<file path="config.mk">
export PLATFORM = sky130hd
export DESIGN_NAME = shift_chain_ctrl_flat
export DESIGN_NICKNAME = d
export VERILOG_FILES = /design/src/rtl/shift_chain_ctrl_pkg.sv /design/src/rtl/shift_chain_ctrl_if.sv /design/src/rtl/shift_chain_ctrl_chain.sv /design/src/rtl/shift_chain_ctrl.sv /design/src/flat_wrapper.sv
export SDC_FILE = /design/constraint.sdc
export NUM_CORES = 1
export LEC_CHECK = 0
export CELL_PAD_IN_SITES_DETAIL_PLACEMENT = 1
export CELL_PAD_IN_SITES_GLOBAL_PLACEMENT = 2
export CORE_ASPECT_RATIO = 0.6
export CORE_MARGIN = 3
export CORE_UTILIZATION = 27
export DETAILED_ROUTE_END_ITERATION = 7
export PLACE_DENSITY = 0.74
export RECOVER_POWER = 50
export REMOVE_ABC_BUFFERS = 1
export SLEW_MARGIN = 30
export SYNTH_ARGS = -nofsm -noshare
export SYNTH_HDL_FRONTEND = slang
export SYNTH_SLANG_ARGS = --single-unit
</file>
<file path="constraint.sdc">
create_clock -name clk -period 1.8 [get_ports clk]
set_input_delay 0.45 -clock clk [delete_from_list [all_inputs] [get_ports clk]]
set_output_delay 0.45 -clock clk [all_outputs]
set_load 0.05 [all_outputs]
</file>
<file path="src/rtl/shift_chain_ctrl_pkg.sv">
// Shared types and width helpers for the shift chain sequencer.
// Imported by the interface, the stage chain and the controller.
package shift_chain_pkg;

  typedef enum logic [1:0] {
    ST_IDLE  = 2'd0,
    ST_SHIFT = 2'd1,
    ST_DONE  = 2'd2
  } state_t;

  // Counter must hold the value DEPTH itself, hence the extra bit.
  function automatic int cnt_width(input int depth);
    return $clog2(depth) + 1;
  endfunction

endpackage

</file>
<file path="src/rtl/shift_chain_ctrl_if.sv">
// Command, serial data and chain readout bundle between host and sequencer.
// The master drives commands and serial data; the slave (controller) drives status.
interface shift_chain_ctrl_if
  import shift_chain_pkg::*;
#(
  parameter int DEPTH = 8,
  parameter int CNT_W = cnt_width(DEPTH)
);
  logic             cmd_valid;
  logic             cmd_ready;
  logic [CNT_W-1:0] cmd_len;
  logic             hold;
  logic             din;
  logic             shift_en;
  logic             dout;
  logic [DEPTH-1:0] par_q;
  logic             busy;
  logic             done;

  modport master (
    output cmd_valid, cmd_len, hold, din,
    input  cmd_ready, shift_en, dout, par_q, busy, done
  );

  modport slave (
    input  cmd_valid, cmd_len, hold, din,
    output cmd_ready, shift_en, dout, par_q, busy, done
  );
endinterface

</file>
<file path="src/rtl/shift_chain_ctrl_chain.sv">
// DEPTH-stage serial-in/parallel-out register chain; one stage per enabled edge,
// stage 0 takes din. Synchronous clear; holds its contents while en is low.
module shift_stage_chain #(
  parameter int DEPTH = 8
) (
  input  logic             clk,
  input  logic             rst,
  input  logic             en,
  input  logic             din,
  output logic [DEPTH-1:0] q
);

  logic [DEPTH-1:0] r_q;

  always_ff @(posedge clk) begin
    if (rst) begin
      r_q <= '0;
    end else if (en) begin
      r_q <= {r_q[DEPTH-2:0], din};
    end
  end

  assign q = r_q;

endmodule

</file>
<file path="src/rtl/shift_chain_ctrl.sv">
// Sequences exactly len (clamped to DEPTH) chain shifts per accepted command, then pulses done.
// Latency len+1 cycles accept-to-done (plus held cycles); cmd_ready low while busy, hold stalls shifting.
module shift_chain_ctrl
  import shift_chain_pkg::*;
#(
  parameter int DEPTH = 8,
  parameter int CNT_W = cnt_width(DEPTH)
) (
  input  logic             clk,
  input  logic             rst,
  shift_chain_ctrl_if.slave bus
);

  state_t           r_state;
  logic [CNT_W-1:0] r_cnt;
  logic [CNT_W-1:0] r_len;
  logic             r_ready;
  logic             r_busy;
  logic             r_done;

  logic [CNT_W-1:0] w_len_clamp;
  logic             w_shift_en;
  logic             w_last_shift;
  logic [DEPTH-1:0] w_chain;

  assign w_len_clamp  = (bus.cmd_len > CNT_W'(DEPTH)) ? CNT_W'(DEPTH) : bus.cmd_len;
  assign w_shift_en   = (r_state == ST_SHIFT) && !bus.hold;
  assign w_last_shift = w_shift_en && (r_cnt == (r_len - CNT_W'(1)));

  // Status outputs are registered alongside the state so they never glitch.
  always_ff @(posedge clk) begin
    if (rst) begin
      r_state <= ST_IDLE;
      r_cnt   <= '0;
      r_len   <= '0;
      r_ready <= 1'b1;
      r_busy  <= 1'b0;
      r_done  <= 1'b0;
    end else begin
      case (r_state)
        ST_IDLE: begin
          if (bus.cmd_valid) begin
            r_len   <= w_len_clamp;
            r_cnt   <= '0;
            r_ready <= 1'b0;
            r_busy  <= 1'b1;
            if (w_len_clamp == '0) begin
              r_state <= ST_DONE;
              r_done  <= 1'b1;
            end else begin
              r_state <= ST_SHIFT;
            end
          end
        end
        ST_SHIFT: begin
          if (w_shift_en) begin
            r_cnt <= r_cnt + CNT_W'(1);
          end
          if (w_last_shift) begin
            r_state <= ST_DONE;
            r_done  <= 1'b1;
          end
        end
        ST_DONE: begin
          r_state <= ST_IDLE;
          r_done  <= 1'b0;
          r_ready <= 1'b1;
          r_busy  <= 1'b0;
        end
        default: begin
          r_state <= ST_IDLE;
          r_done  <= 1'b0;
          r_ready <= 1'b1;
          r_busy  <= 1'b0;
        end
      endcase
    end
  end

  shift_stage_chain #(
    .DEPTH (DEPTH)
  ) u_chain (
    .clk (clk),
    .rst (rst),
    .en  (w_shift_en),
    .din (bus.din),
    .q   (w_chain)
  );

  assign bus.cmd_ready = r_ready;
  assign bus.busy      = r_busy;
  assign bus.done      = r_done;
  assign bus.shift_en  = w_shift_en;
  assign bus.par_q     = w_chain;
  assign bus.dout      = w_chain[DEPTH-1];

endmodule

</file>
<file path="src/flat_wrapper.sv">
// flat-port wrapper written by rule: the top's interface ports become plain ports
module shift_chain_ctrl_flat import shift_chain_pkg::*;
#(
  parameter int DEPTH = 8,
  parameter int CNT_W = cnt_width(DEPTH)
)
  (clk, rst, bus_cmd_valid, bus_cmd_len, bus_hold, bus_din, bus_cmd_ready, bus_shift_en, bus_dout, bus_par_q, bus_busy, bus_done);
  shift_chain_ctrl_if #(.DEPTH(DEPTH), .CNT_W(CNT_W)) bus_i ();
  input  logic clk;
  input  logic rst;
  input wire logic [$bits(bus_i.cmd_valid)-1:0] bus_cmd_valid;
  input wire logic [$bits(bus_i.cmd_len)-1:0] bus_cmd_len;
  input wire logic [$bits(bus_i.hold)-1:0] bus_hold;
  input wire logic [$bits(bus_i.din)-1:0] bus_din;
  output wire logic [$bits(bus_i.cmd_ready)-1:0] bus_cmd_ready;
  output wire logic [$bits(bus_i.shift_en)-1:0] bus_shift_en;
  output wire logic [$bits(bus_i.dout)-1:0] bus_dout;
  output wire logic [$bits(bus_i.par_q)-1:0] bus_par_q;
  output wire logic [$bits(bus_i.busy)-1:0] bus_busy;
  output wire logic [$bits(bus_i.done)-1:0] bus_done;
  assign bus_i.cmd_valid = bus_cmd_valid;
  assign bus_i.cmd_len = bus_cmd_len;
  assign bus_i.hold = bus_hold;
  assign bus_i.din = bus_din;
  assign bus_cmd_ready = bus_i.cmd_ready;
  assign bus_shift_en = bus_i.shift_en;
  assign bus_dout = bus_i.dout;
  assign bus_par_q = bus_i.par_q;
  assign bus_busy = bus_i.busy;
  assign bus_done = bus_i.done;
  shift_chain_ctrl #(.DEPTH(DEPTH), .CNT_W(CNT_W)) u_core (.clk(clk), .rst(rst), .bus(bus_i));
endmodule
</file>
After elaboration in Yosys (flattened, before gate mapping)
Cells that the tools add are included.

Bits in registers: 21. Input bits: 9. Output and inout bits: 13. Logic and storage cells: 44.

$add $sub $neg: 2. $lt $le $gt $ge: 1. Equal/unequal tests: 6. Muxes and demuxes: 16. Bitwise operators: 1. Reductions and logical operators: 11.

Operator list (count): $mux W4 (3); $pmux W4 S2 (1); $mux W2 (3); $ne A2 B1 Y1 const B (3); $pmux W1 S2 (3); $reduce_and A2 Y1 (3); $reduce_and A3 Y1 (2); $mux W1 (5); $add A4 B1 Y4 const B (1); $eq A4 B4 Y1 (1); $gt A4 B4 Y1 const B (1); $logic_not A4 Y1 (1); $pmux W2 S2 (1); $sub A4 B1 Y4 const B (1); $eq A2 B1 Y1 const B (1); $logic_and A1 B1 Y1 (2); $logic_not A2 Y1 (1); $ne A2 B2 Y1 const B (1); $reduce_bool A2 Y1 (1); $logic_not A1 Y1 (1); $not A1 Y1 (1).

Depth between registers and ports, before layout
Gate-level depths: netlist of run 1.

Depth in word-level cells: 6. Mapped depth: 6. Mapped depth without buffers: 6.

Modules after synthesis
Synthesis of run 1 repeated with hierarchy kept, for this count alone.

Cells, all modules: 98. Area, all modules: 908.4 µm².

Modules (own cells, without submodules): shift_chain_ctrl (instances 1, cells an instance 72, area each 623.1 µm², sequential area each 260.2 µm²); shift_stage_chain (instances 1, cells an instance 26, area each 285.3 µm², sequential area each 160.2 µm²).

Least setup slack after synthesis of run 1
Ideal clock, no wire load.

Kind: input port to output port. Start: input port bus_hold. End: output port bus_shift_en. Arrival: 1.222 ns. Data required time: 1.350 ns. Setup slack: 0.128 ns. Stages: 4. Buffers on the path: 2. Cells stage by stage: or3b_1 buf_6 inv_6 buf_4.

Cells in the longest elaborated chain, start to end: 2.

Ends and longest elaborated chain: start: declaration (line flat_wrapper.sv:13) `input wire logic [$bits(bus_i.hold)-1:0] bus_hold;`; $logic_not A1 Y1 (line shift_chain_ctrl.sv:27) `assign w_shift_en = (r_state == ST_SHIFT) && !bus.hold;`; $logic_and A1 B1 Y1 (line shift_chain_ctrl.sv:27); end: declaration (line flat_wrapper.sv:16) `output wire logic [$bits(bus_i.shift_en)-1:0] bus_shift_en;`.

No other way between the ends.

Worst setup path in the final report of run 1
Same ends and word-level chain as after synthesis.

==> flow_summary.ini, run 1 <==
[final_layout]
multi_input_area_um2 = 424
area_growth_pct = 31.0
diodes = 0
finalInstanceArea_um2 = 1180
drive_gt1_share_pct = 13.5
final_util_pct = 39.0
num-nets-final = 145
num-fill-cells = 377
seqCellArea_um2 = 422

[floorplanning]
initial_utilization_pct = 29.8
num_rows = 15
ios = 22
die_w_um = 80.5
dieArea_um2 = 4080
die-height_um = 50.7
core_um2 = 3020

[worst_setup_path]
timing.rr.start = u_core.r_len[0]$_SDFFE_PP0P_
required_ns = 1.35
crit_type = in2out
crit_family = buffers and inverters
startpoint_type = primary input
r2r_end = u_core.bus.done$_SDFFE_PP0P_
path_cells = dlygate4sd2_1 > or3b_4 > inv_6 > buf_12
end_kind = output port
slowest_stage = or3b_4
rr_worst_depth = 6
crit_path_max_incr_delay_ns = 0.41
crit_buf_inv = 3
arrival_ns = 1.32
r2r_setup_slack_ns = 0.20
crit_fanout = 3

[placement]
globalplace.congestion = 0.703
port_buffers = 21
dpl.hpwl_um = 1800
placed_area_um2 = 1180

[detailed_routing]
drt_iter0_drc = 23
first_pass_iters = 2
drc_errors = 0
wire_per_inst_um = 13.0
ant_nets = 0
totalWireLength_um = 2280
via_per_inst = 4.46
vias = 781

[global_routing]
grt_first_pass_wirelength_um = 3710
overflow = 0
grt_pass1_vias = 795
grt_max_degree = 13
grt_use_total_pct = 12.1
antenna_found_initial = 0

[timing]
timing.fmax_mhz = 566
slew_violations = 0
finalSetupViolations = 0
slew_headroom_pct = 60.0
clock_skew_ns = 0.00121
worstMarginPinSlew_ns = 0.602
rsz0062_at_grt = no
finalHoldViolCount = 0
fin_crit_sh_pct = 98.2
fin_crit_ns = 1.77

[hold_path]
hold_path_end = u_core.u_chain.q[6]$_SDFFE_PP0P_
hp-start = u_core.u_chain.q[5]$_SDFFE_PP0P_
whs_path_depth = 2
hold_path.class = reg2reg

[synth]
synth_area_leaders = dfxtp_1, nand2_1, a21oi_1
synth_cell_types = 28
synthArstFlopShare_pct = 0
ys_ff_latch = 21
syn_area_per_cell_um2 = 8.65
synth_most_common_cell = nand2_1
syn_inst = 104
ys.flop_type = dfxtp_1
synth_edf_count = 0
ys_seq_area_share_pct = 46.7
synth_top_area_share_pct = 46.7
yosys.area.top_type = dfxtp_1
ys_warn_count = 0
synth_top_cells_by_count = nand2_1, dfxtp_1, a21oi_1, nor2_1
synth_area_um2 = 900

[cts]
cts_sinks = 21
htreeDepth = 1
clockRootBuffer = clkbuf_8
cts_buffers = 3
cts_tree = yes
path_clk_slew_ns = 0.07
post_cts_buffers = 0
ctsHoldBuffers = 0
cts.path.max_buffers = 2
insertion_delay_ns = 0.26

[power_and_ir_drop]
peakVddDrop_v = 0.000330
p_leak_nw = 0.442
power_density_nw_per_um2 = 796

[job]
drv_cap = 0

[run_status]
outcome = finished clean
==> where the power goes <==
part           internal [mW]  leakage [nW]  switching [mW]  total [mW]
logic                 0.0585         0.249          0.0775       0.136
clock network          0.158        0.0228           0.154       0.312
registers              0.477         0.171          0.0120       0.490
==> worst min-delay path: stages (launching register included) <==
cell	delay [ns]
dfxtp_1	0.33
nand2_1	0.06
a21oi_1	0.05
==> worst max path at each step <==
| stage | depth (start not counted) | startpoint | to | slack (ns) |
|---|---|---|---|---|
| finish | 4 | bus_hold | bus_shift_en | 0.03 |
| global placement | 4 | bus_hold | bus_shift_en | -0.20 |
| global route | 6 | u_core.r_len[0]$_SDFFE_PP0P_ | u_core.bus.done$_SDFFE_PP0P_ | 0.009 |
| detailed placement | 4 | bus_hold | bus_shift_en | -0.21 |
| floorplan | 5 | bus_hold | u_core.r_cnt[3]$_SDFFE_PP0P_ | 0.16 |
| CTS | 4 | bus_hold | bus_shift_en | 0.007 |
==> state kept, by name (all words and copies together), names as in the netlist <==
signal and cells:
u_core.bus.busy 1, u_core.bus.cmd_ready 1, u_core.bus.done 1, u_core.r_cnt 4
u_core.r_len 4, u_core.r_state 2, u_core.u_chain.q 8
==> cells in the final DEF, fill, tap and decap left out, types with 2 or more instances in the layout <==
cell type        count
nor3_1               3
nand3b_1             4
buf_4                9
dfxtp_1             20
nor2_1               6
clkdlybuf4s50_1      6
ha_1                 2
clkbuf_1            13
a21oi_1             14
xnor2_1              4
inv_1                4
clkbuf_8             3
xor2_1               4
nand2_1             23
==> layer usage <==
layer | wire, um | vias up | GRT usage, %
met3 | 121 | 2 | 4.84
met5 | 0 | - | 0
met1 | 1160 | 358 | 15.5
met4 | 13 | 0 | 2.53
li1 | - | 406 | -
met2 | 987 | 15 | 19.2
==> kinds of logic (layout without fill, tap and decap cells) <==
group / count (synthesis) / after routing / synth area share [%]
fa+ha+maj: 2 / 2 / 2.78
buf+inv: 10 / 39 / 6.40
xor+xnor: 8 / 8 / 7.79
compound gates: 19 / 19 / 12.1
flops: 21 / 21 / 46.7
simple gates: 44 / 44 / 24.2
==> per-stage QoR <==
| step | hold WS (ns) | setup TNS, ns | cells | setup WS (ns) | power, mW |
|---|---|---|---|---|---|
| 3_5_place_dp | 0.466 | -1.36 | 171 | -0.213 | 0.643 |
| 3_3_place_gp | 0.449 | -1.15 | 171 | -0.199 | 0.639 |
| 5_1_grt | 0.496 | 0 | 175 | 0.00910 | 0.984 |
| 6_report | 0.473 | 0 | 175 | 0.0329 | 0.938 |
| 2_1_floorplan | 0.438 | 0 | 99 | 0.162 | 0.569 |
| 4_1_cts | 0.478 | 0 | 175 | 0.00658 | 0.957 |
==> layout make-up <==
cell class	count	area share [%]
tap	42	4.46
inverter	5	2.02
clock buffer	4	3.82
sequential	21	35.8
multi-input combinational	73	36.0
timing repair buffer	30	17.9
==> what timing repair did <==
item                                    in CTS  in global routing
endpoints found under the setup margin       1                  1
resized for setup                            2                  1
pin swaps                                    1                  1
cloned                                       0                  0
Power figures use the tool's default switching activity.
==> run 2, diff against run 1 <==
--- a/config.mk
+++ b/config.mk
@@ -13,7 +13,6 @@
 export DETAILED_ROUTE_END_ITERATION = 7
 export PLACE_DENSITY = 0.74
 export RECOVER_POWER = 50
-export REMOVE_ABC_BUFFERS = 1
 export SLEW_MARGIN = 30
 export SYNTH_ARGS = -nofsm -noshare
 export SYNTH_HDL_FRONTEND = slang
==> flow_summary.ini, run 2 (synthesis gave the netlist of run 1 again) <==
[global_routing]
antenna_found_initial = 0
grt_max_degree = 13
use_met2_pct = 19.0
grt_first_pass_wirelength_um = 3680
grt_use_total_pct = 11.9
use_met1_pct = 15.4
grt_pass1_vias = 824
gr-max-usage-layer = met2
overflow = 0
use_met3_pct = 4.30

[cts]
htreeDepth = 1
clockRootBuffer = clkbuf_8
cts_sinks = 21
cts_tree = yes
path_clk_slew_ns = 0.08
insertion_delay_ns = 0.26
cts.path.max_buffers = 2
cts_buffers = 3

[hold_path]
hp-start = u_core.u_chain.q[6]$_SDFFE_PP0P_
hold_path.class = reg2reg

[detailed_routing]
first_pass_iters = 3
via_per_inst = 4.53
vias = 792
ant_nets = 0
drc_errors = 0
totalWireLength_um = 2160
wire_per_inst_um = 12.4
drt_iter0_drc = 21

[timing]
worstMarginPinSlew_ns = 0.606
finalSetupViolations = 0
fin_crit_sh_pct = 98.2
slew_violations = 0
clock_skew_ns = 0.00828
slew_headroom_pct = 59.8
hold_slack_ns = 0.467
rsz0062_at_grt = no
finalHoldViolCount = 0
finalSetupTns_ns = 0
fin_crit_ns = 1.77
timing.fmax_mhz = 566

[floorplanning]
ios = 22
dieArea_um2 = 4080
core_um2 = 3020
num_rows = 15
die_w_um = 80.5
die-height_um = 50.7
initial_utilization_pct = 29.8

[final_layout]
diodes = 0
layout_common_cells = nand2_1, dfxtp_1, a21oi_1, clkbuf_1, buf_4
final_util_pct = 38.9
mostFrequentLayoutCell = nand2_1
finalNonFillerCells = 175
num-nets-final = 145
area_growth_pct = 30.7
largest_register_ffs = 8
drive_gt1_share_pct = 13.5

[worst_setup_path]
r2r_end = u_core.bus.done$_SDFFE_PP0P_
startpoint = bus_hold
crit_family = buffers and inverters
arrival_ns = 1.32
slowest_stage = or3b_4
startpoint_type = primary input
end_kind = output port
crit_type = in2out
path_cells = dlygate4sd2_1 > or3b_4 > inv_6 > buf_12
required_ns = 1.35
cp-endpoint = bus_shift_en
cp_num_cells = 4
crit_fanout = 3
r2r_setup_slack_ns = 0.21
crit_buf_inv = 3
timing.rr.start = u_core.r_len[0]$_SDFFE_PP0P_
rr_worst_depth = 6
crit_path_max_incr_delay_ns = 0.41

[power_and_ir_drop]
total_power_mw = 0.925
p_leak_nw = 0.437
peakVddDrop_v = 0.000280
power_density_nw_per_um2 = 787

[placement]
dp.cells = 171
globalplace.congestion = 0.716
dpl.hpwl_um = 1770
port_buffers = 21

[run_status]
outcome = finished clean

[synth]
syn-num-nets = 115

[job]
drv_cap = 0
## run 2: repair_timing
| item | 4_1_cts | 5_1_grt |
|---|---|---|
| hold buffers | 0 | 0 |
| pin swaps | 1 | 1 |
| setup buffers | 0 | 0 |
| endpoints found under the hold margin | 0 | 0 |
| endpoints found under the setup margin | 1 | 2 |
| resized for setup | 2 | 2 |
## run 2: worst min-delay path by stage
stage / to / slack, ns / depth (start not counted)
after global routing: u_core.u_chain.q[1]$_SDFFE_PP0P_ / 0.49 / 2
after detailed placement: u_core.bus.cmd_ready$_SDFFE_PP1P_ / 0.46 / 2
final: u_core.u_chain.q[7]$_SDFFE_PP0P_ / 0.47 / 2
after floorplan: u_core.r_len[1]$_SDFFE_PP0P_ / 0.44 / 2
after CTS: u_core.bus.cmd_ready$_SDFFE_PP1P_ / 0.47 / 2
after global placement: u_core.bus.cmd_ready$_SDFFE_PP1P_ / 0.45 / 2
## run 2: per-layer routing
layer / wire length, um / part of all wire [%]
met5: 0 / 0
met4: 13 / 0.60
met3: 99 / 4.6
met2: 972 / 45
met1: 1080 / 50
## run 2: cell type report
cell class	count	area (um^2)
Clock buffer	4	45.0
Timing Repair Buffer	30	208
Sequential cell	21	423
Multi-Input combinational cell	73	424
Tap cell	42	52.6
Fill cell	382	1850
Inverter	5	23.8
## run 2: where the power goes
group | total [mW] | switching [mW] | internal [mW]
clock network | 0.301 | 0.144 | 0.157
registers | 0.490 | 0.0118 | 0.478
logic | 0.134 | 0.0762 | 0.0583
## run 2: worst reg2reg max path: stages, from the launching register on
cell      delay [ns]
dfxtp_2         0.37
inv_1           0.05
ha_1            0.29
xnor2_1         0.13
nor3_1          0.19
nand4_1         0.20
a311oi_1        0.29
## run 2: metrics by stage
| stage | area (um^2) | worst slack [ns] |
|---|---|---|
| after detailed placement | 1180 | -0.234 |
| final | 1180 | 0.0329 |
| after global placement | 1180 | -0.196 |
| after floorplan | 900 | 0.128 |
| after global routing | 1180 | 0.00424 |
| after CTS | 1220 | 0.00453 |
==> run 3, diff against run 2 <==
--- a/config.mk
+++ b/config.mk
@@ -10,6 +10,7 @@
 export CORE_ASPECT_RATIO = 0.6
 export CORE_MARGIN = 3
 export CORE_UTILIZATION = 27
+export CTS_CLUSTER_SIZE = 14
 export DETAILED_ROUTE_END_ITERATION = 7
 export PLACE_DENSITY = 0.74
 export RECOVER_POWER = 50
==> results of run 3 <==
No change in the layout: final DEF, timing and power equal those of run 2.
